--- config.mk ---
export PLATFORM = sky130hd
export DESIGN_NAME = pool_mem_arbiter
export DESIGN_NICKNAME = d
export VERILOG_FILES = /design/src/rtl/pool_mem_arbiter_pkg.sv /design/src/rtl/pool_mem_arbiter_rr_pick.sv /design/src/rtl/pool_mem_arbiter.sv
export SDC_FILE = /design/constraint.sdc
export NUM_CORES = 1
export LEC_CHECK = 0
export CAP_MARGIN = 20
export CORE_AREA = 2 2 292 294
export CTS_CLUSTER_SIZE = 25
export DETAILED_ROUTE_END_ITERATION = 8
export DIE_AREA = 0 0 294 296
export PLACE_DENSITY = 0.41
export SLEW_MARGIN = 20
export SYNTH_ARGS = -nofsm -noshare
export SYNTH_HDL_FRONTEND = slang
export SYNTH_SLANG_ARGS = --single-unit
--- constraint.sdc ---
create_clock -name i_clk -period 2.3 [get_ports i_clk]
set_input_delay 0.46 -clock i_clk [delete_from_list [all_inputs] [get_ports i_clk]]
set_output_delay 0.46 -clock i_clk [all_outputs]
set_load 0.03 [all_outputs]
--- src/rtl/pool_mem_arbiter_pkg.sv ---
// Shared types and constants for the pool memory arbiter and its
// round-robin picker.
package pool_mem_arbiter_pkg;

   localparam int PROC_COUNT  = 4;
   localparam int ADDR_W      = 16;
   localparam int DATA_W      = 128;
   localparam int WR_SIZE_W   = 3;
   localparam int MEM_LAT_DEF = 2;
   localparam int IDX_W       = (PROC_COUNT > 1) ? $clog2(PROC_COUNT) : 1;
   localparam int CNT_W       = 8;

   typedef logic [ADDR_W-1:0] addr_t;
   typedef logic [IDX_W-1:0]  idx_t;

   typedef enum logic [1:0] {
      IDLE,
      ISSUE,
      RD_WAIT
   } arb_state_t;

endpackage

--- src/rtl/pool_mem_arbiter_rr_pick.sv ---
// Combinational round-robin selector: returns the first set request bit
// strictly after ptr, wrapping modulo N, so ptr itself has lowest priority.
module pool_mem_arbiter_rr_pick
   import pool_mem_arbiter_pkg::*;
#(
   parameter int N  = PROC_COUNT,
   parameter int IW = (N > 1) ? $clog2(N) : 1
) (
   input  logic [N-1:0]  req,
   input  logic [IW-1:0] ptr,
   output logic          valid,
   output logic [IW-1:0] idx
);

   int            pos;
   logic [IW-1:0] sel;

   always_comb begin
      valid = 1'b0;
      idx   = '0;
      pos   = 0;
      sel   = '0;
      for (int i = 1; i <= N; i++) begin
         pos = (int'(ptr) + i) % N;
         sel = IW'(pos);
         if (!valid && req[sel]) begin
            valid = 1'b1;
            idx   = sel;
         end
      end
   end

endmodule

--- src/rtl/pool_mem_arbiter.sv ---
// Shares one memory port between the pool processors: round-robin pick,
// one-cycle issue with grant pulse, and a read-data valid pulse MEM_LAT later.
//
// state   | meaning
// --------+-------------------------------------------------------------
// IDLE    | waiting for any request; picks and registers the winner
// ISSUE   | one cycle: grant + mem strobe if request still held, else abort
// RD_WAIT | counting down read latency; pulses o_valid at terminal count
module pool_mem_arbiter
   import pool_mem_arbiter_pkg::*;
#(
   parameter int MEM_LAT = MEM_LAT_DEF
) (
   input  logic                                 i_clk,
   input  logic                                 i_rstn,
   input  logic [PROC_COUNT-1:0]                i_req_rd,
   input  logic [PROC_COUNT-1:0]                i_req_wr,
   input  addr_t [PROC_COUNT-1:0]               i_addr,
   input  logic [PROC_COUNT-1:0][DATA_W-1:0]    i_data,
   input  logic [PROC_COUNT-1:0][WR_SIZE_W-1:0] i_wr_size,
   output logic [PROC_COUNT-1:0]                o_grant_rd,
   output logic [PROC_COUNT-1:0]                o_grant_wr,
   output logic [PROC_COUNT-1:0]                o_valid,
   output logic                                 o_mem_en,
   output logic                                 o_mem_we,
   output addr_t                                o_mem_addr,
   output logic [DATA_W-1:0]                    o_mem_wdata,
   output logic [WR_SIZE_W-1:0]                 o_mem_wsize,
   output logic                                 o_busy
);

   arb_state_t       state_q, state_d;
   idx_t             win_idx_q, win_idx_d;
   logic             win_we_q, win_we_d;
   idx_t             ptr_q, ptr_d;
   logic [CNT_W-1:0] cnt_q, cnt_d;

   logic [PROC_COUNT-1:0] req_any;
   logic                  pick_valid;
   idx_t                  pick_idx;
   logic                  req_sel;

   assign req_any = i_req_rd | i_req_wr;
   assign req_sel = win_we_q ? i_req_wr[win_idx_q] : i_req_rd[win_idx_q];
   assign o_busy  = (state_q != IDLE);

   pool_mem_arbiter_rr_pick #(
      .N  (PROC_COUNT),
      .IW (IDX_W)
   ) u_rr_pick (
      .req   (req_any),
      .ptr   (ptr_q),
      .valid (pick_valid),
      .idx   (pick_idx)
   );

   always_ff @(posedge i_clk or negedge i_rstn) begin
      if (!i_rstn) begin
         state_q   <= IDLE;
         win_idx_q <= '0;
         win_we_q  <= 1'b0;
         ptr_q     <= idx_t'(PROC_COUNT - 1);
         cnt_q     <= '0;
      end else begin
         state_q   <= state_d;
         win_idx_q <= win_idx_d;
         win_we_q  <= win_we_d;
         ptr_q     <= ptr_d;
         cnt_q     <= cnt_d;
      end
   end

   always_comb begin
      state_d     = state_q;
      win_idx_d   = win_idx_q;
      win_we_d    = win_we_q;
      ptr_d       = ptr_q;
      cnt_d       = cnt_q;
      o_grant_rd  = '0;
      o_grant_wr  = '0;
      o_valid     = '0;
      o_mem_en    = 1'b0;
      o_mem_we    = 1'b0;
      o_mem_addr  = '0;
      o_mem_wdata = '0;
      o_mem_wsize = '0;

      case (state_q)
         IDLE: begin
            if (pick_valid) begin
               win_idx_d = pick_idx;
               // write wins when a proc holds both requests
               win_we_d  = i_req_wr[pick_idx];
               state_d   = ISSUE;
            end
         end

         ISSUE: begin
            state_d = IDLE;
            if (req_sel) begin
               if (win_we_q) begin
                  o_grant_wr[win_idx_q] = 1'b1;
               end else begin
                  o_grant_rd[win_idx_q] = 1'b1;
                  cnt_d   = CNT_W'(MEM_LAT - 1);
                  state_d = RD_WAIT;
               end
               o_mem_en    = 1'b1;
               o_mem_we    = win_we_q;
               o_mem_addr  = i_addr[win_idx_q];
               o_mem_wdata = i_data[win_idx_q];
               o_mem_wsize = i_wr_size[win_idx_q];
               ptr_d       = win_idx_q;
            end
         end

         RD_WAIT: begin
            if (cnt_q == '0) begin
               o_valid[win_idx_q] = 1'b1;
               state_d = IDLE;
            end else begin
               cnt_d = cnt_q - 1'b1;
            end
         end

         default: state_d = IDLE;
      endcase
   end

endmodule

==> run summary <==
================================================================================
Outcome                                                             complete, but fails checks
Failing checks                                                      setup timing
Residual antenna-violating net count after detailed routing                    0
Hpwl dp                                                                  47.1 mm
Number of CTS-inserted buffers                                                 3
Area of all sequential standard cells                                   388 um^2
Post-Synthesis Cells                                                         468
Int Power                                                                10.9 mW
Cell types occupying the most area after synthesis                  mux4_2, nor2b_1, dfrtp_1, buf_2, buf_4
End of the critical path                                            o_mem_wdata[57]
Initial antenna violation count                                               26
Global-route total usage across every layer                                12.2%
Final weighted congestion in routability-driven placement                  0.841
Total Wirelength                                                         57.7 mm
Maximum clock insertion buffer count                                           2
Count of standard-cell rows                                                  107
Worst path setup slack after routing                                   -0.589 ns
Switch share                                                               46.2%
Kind of path behind the tightest hold check                              reg2reg
Share of synthesized flip-flops with an asynchronous set or reset           100%
Req. time, crit path                                                     1.84 ns
Worst Skew                                                            0.00313 ns
Critical path peak fanout                                                      5
Unrepaired setup endpoints after global routing                             true
Number of enable flip-flop cells after synthesis                               0
Die area                                                              87000 um^2
Vias in the first global route                                              8932
Top cell type's share of synthesized area                                  60.6%
Portion of total power attributed to sequential cells                       2.8%
Sink Count                                                                    15
Sequential area share after synthesis                                      6.82%
Most used standard cell by instance count after synthesis                 mux4_2
GRT overflow                                                                   0
Wire length per cell                                                     24.0 um
Share of cells above drive strength 1                                      44.5%
Maximum number of pins on one net before global-route repair                  56
IO Port Bufs                                                                 759
Number of synthesized register bits                                           15
Multi-input gate area in the final layout                              5700 um^2
First-pass GRT wire length                                               73.0 mm
Primary flip-flop cell chosen by synthesis mapping                       dfrtp_1
Max-slew headroom                                                          54.4%
Leakage power total                                                      6.43 nW
CTS clock-pin slew for the worst setup and hold paths                    0.05 ns
Netlist Area Pre-Place                                                 5540 um^2
Count of non-filler cells in the finished layout                            2404
Cell Pwr Density                                                    1180 nW/um^2
Height of the die                                                         296 um
Clock group share of total power                                            1.7%
Post-Place Cell Area                                                  14700 um^2
Clock root buffer                                                      clkbuf_16
DRC violation total after the first TritonRoute iteration                    275
Combinational group share of total power                                   95.5%
Commonest cells in the netlist                                      mux4_2, nor2b_1, nor2_1
Placed cell count                                                           2330
Post-Synthesis Net Count                                                    1068
Most area-hungry cell type in the Yosys netlist                           mux4_2
First-pass iteration count of the detailed router                              4
Floorplan Core Area                                                   84200 um^2
Capturing element type of the critical path                           output pin
Startpoint-to-endpoint class of the critical path                        reg2out
Util after Layout                                                          20.4%
Number of maximum-capacitance constraint violations                            0
Depth of the CTS H-tree                                                        1
Crit start category                                                    flip-flop
Avg Inst Size Synth                                                    11.8 um^2
Vias/cell                                                                   3.41
Boundary pin count                                                           760
CTS tree                                                                     yes
Fillers                                                                     9139
Achievable frequency                                                     346 MHz
Worst IR drop on VDD                                                    0.592 mV
Actual transition at the worst max-transition pin                       0.682 ns
# nets final                                                                1908
Count of vias placed by the detailed router                                 8203
Overall Power                                                            20.3 mW
Total count of hold-check failures in the final report                         0
FF-to-FF Start                                                      win_idx_q[0]
Worst reg-to-reg setup slack                                            -0.14 ns
Final critical-path share of the clock period                               126%
Die X-Extent                                                              294 um
Number of remaining DRC errors                                                 0
Final critical path time including I/O delays and setup                  2.89 ns
Initial core utilization                                                   6.58%
Reg2Reg Depth                                                                  9
WP data arrival                                                          2.43 ns
Worst-skew pair later-pin latency                                        0.25 ns
Final Setup Violations                                                       150
Cell area after layout                                                17100 um^2
Reg2reg end                                                             ptr_q[1]
Post-synthesis cell type count                                                44
Yosys Warn Count                                                               0
Layout Area Growth over Synthesis                                           210%
Number of max-slew violations in the final report                              0
Origin of the worst setup path                                      win_idx_q[0]
Power dissipated by switching net loads                                  9.37 mW
CTS hold repair buffers                                                        0
================================================================================
## metrics by stage
| step | setup slack [ns] | hold WS, ns | TNS, ns |
|---|---|---|---|
| finish | -0.589 | 0.496 | -76.07 |
| global route | -0.676 | 0.535 | -87.44 |
| CTS | -0.700 | 0.501 | -83.76 |
| detailed placement | -1.01 | 0.493 | -127.14 |
| global placement | -0.957 | 0.494 | -120.92 |
| floorplan | -0.123 | 0.164 | -12.35 |
## power by group through the flow
stage / Sequential (mW) / Clock, mW / Combinational [mW]
finish: 0.574 / 0.336 / 19.4
global route: 0.597 / 0.359 / 20.4
CTS: 0.559 / 0.349 / 18.1
detailed placement: 0.567 / 0 / 14.0
global placement: 0.567 / 0 / 14.0
floorplan: 0.463 / 0 / 7.85
## cells in the final DEF, fill, tap and decap left out, types with 5 or more instances in the layout
master	instances
buf_6	121
buf_4	99
dlygate4sd2_1	8
buf_12	38
clkdlybuf4s50_1	590
buf_16	15
dfrtp_1	9
nor2b_4	98
mux4_2	149
a21oi_1	5
clkbuf_16	5
nor3_1	5
buf_8	15
nor2b_2	9
nor2_1	15
nor2b_1	41
inv_1	8
nand2_1	6
diode_2	7
## area by class of cell
| cell class | instances | area share, % |
|---|---|---|
| Timing Repair Buffer | 889 | 55.8 |
| Multi-Input combinational cell | 389 | 33.2 |
| Tap cell | 1090 | 7.95 |
| Sequential cell | 15 | 2.26 |
| Clock buffer | 4 | 0.460 |
| Inverter | 10 | 0.219 |
| Antenna cell | 7 | 0.102 |
## critical path, stage by stage, from the launching register on
cell and delay, ns:
dfrtp_4 0.45, mux4_2 0.53, and3b_2 0.26, nor2_4 0.10, buf_12 0.15, buf_12 0.11
buf_16 0.15, buf_12 0.12, buf_6 0.09, nor2b_1 0.04, buf_4 0.16
## logic make-up after synthesis
logic type      after synthesis  share of synthesized area (%)
flops                        15                           6.82
fa+ha+maj                     2                          0.452
xor+xnor                      4                          0.632
mux                         151                           61.0
compound gates               27                           3.61
buf+inv                      64                           5.62
simple gates                205                           21.9
## layer usage
metal / GRT usage [%] / wire, um / vias to the layer above
li1: - / - / 3565
met1: 13.3 / 20700 / 3987
met2: 20.7 / 27800 / 547
met3: 5.94 / 7120 / 82
met4: 4.07 / 1890 / 22
met5: 0 / 143 / -
## state kept, by name, summed over array words and instances, names as in the netlist
register / count
win_idx_q: 2
win_we_q: 1
state_q: 2
ptr_q: 2
cnt_q: 8
## how the worst min path moves through the flow
stage                     slack, ns  cells past startpoint  startpoint       end
after floorplan                0.16                      0      i_rstn  cnt_q[0]
after global placement         0.49                      1    cnt_q[0]  cnt_q[0]
after detailed placement       0.49                      1    cnt_q[0]  cnt_q[0]
after CTS                      0.50                      1    cnt_q[0]  cnt_q[0]
after global routing           0.54                      1    cnt_q[0]  cnt_q[0]
final                          0.50                      1    cnt_q[0]  cnt_q[0]
## timing repair
action                                  4_1_cts  5_1_grt
gates cloned                                 16        2
hold endpoints to repair                      0        0
pin swaps                                     5        4
endpoints found under the setup margin      160      162
gates resized for setup                     526      227
buffers inserted                             45       10
Power figures use the tool's default switching activity.
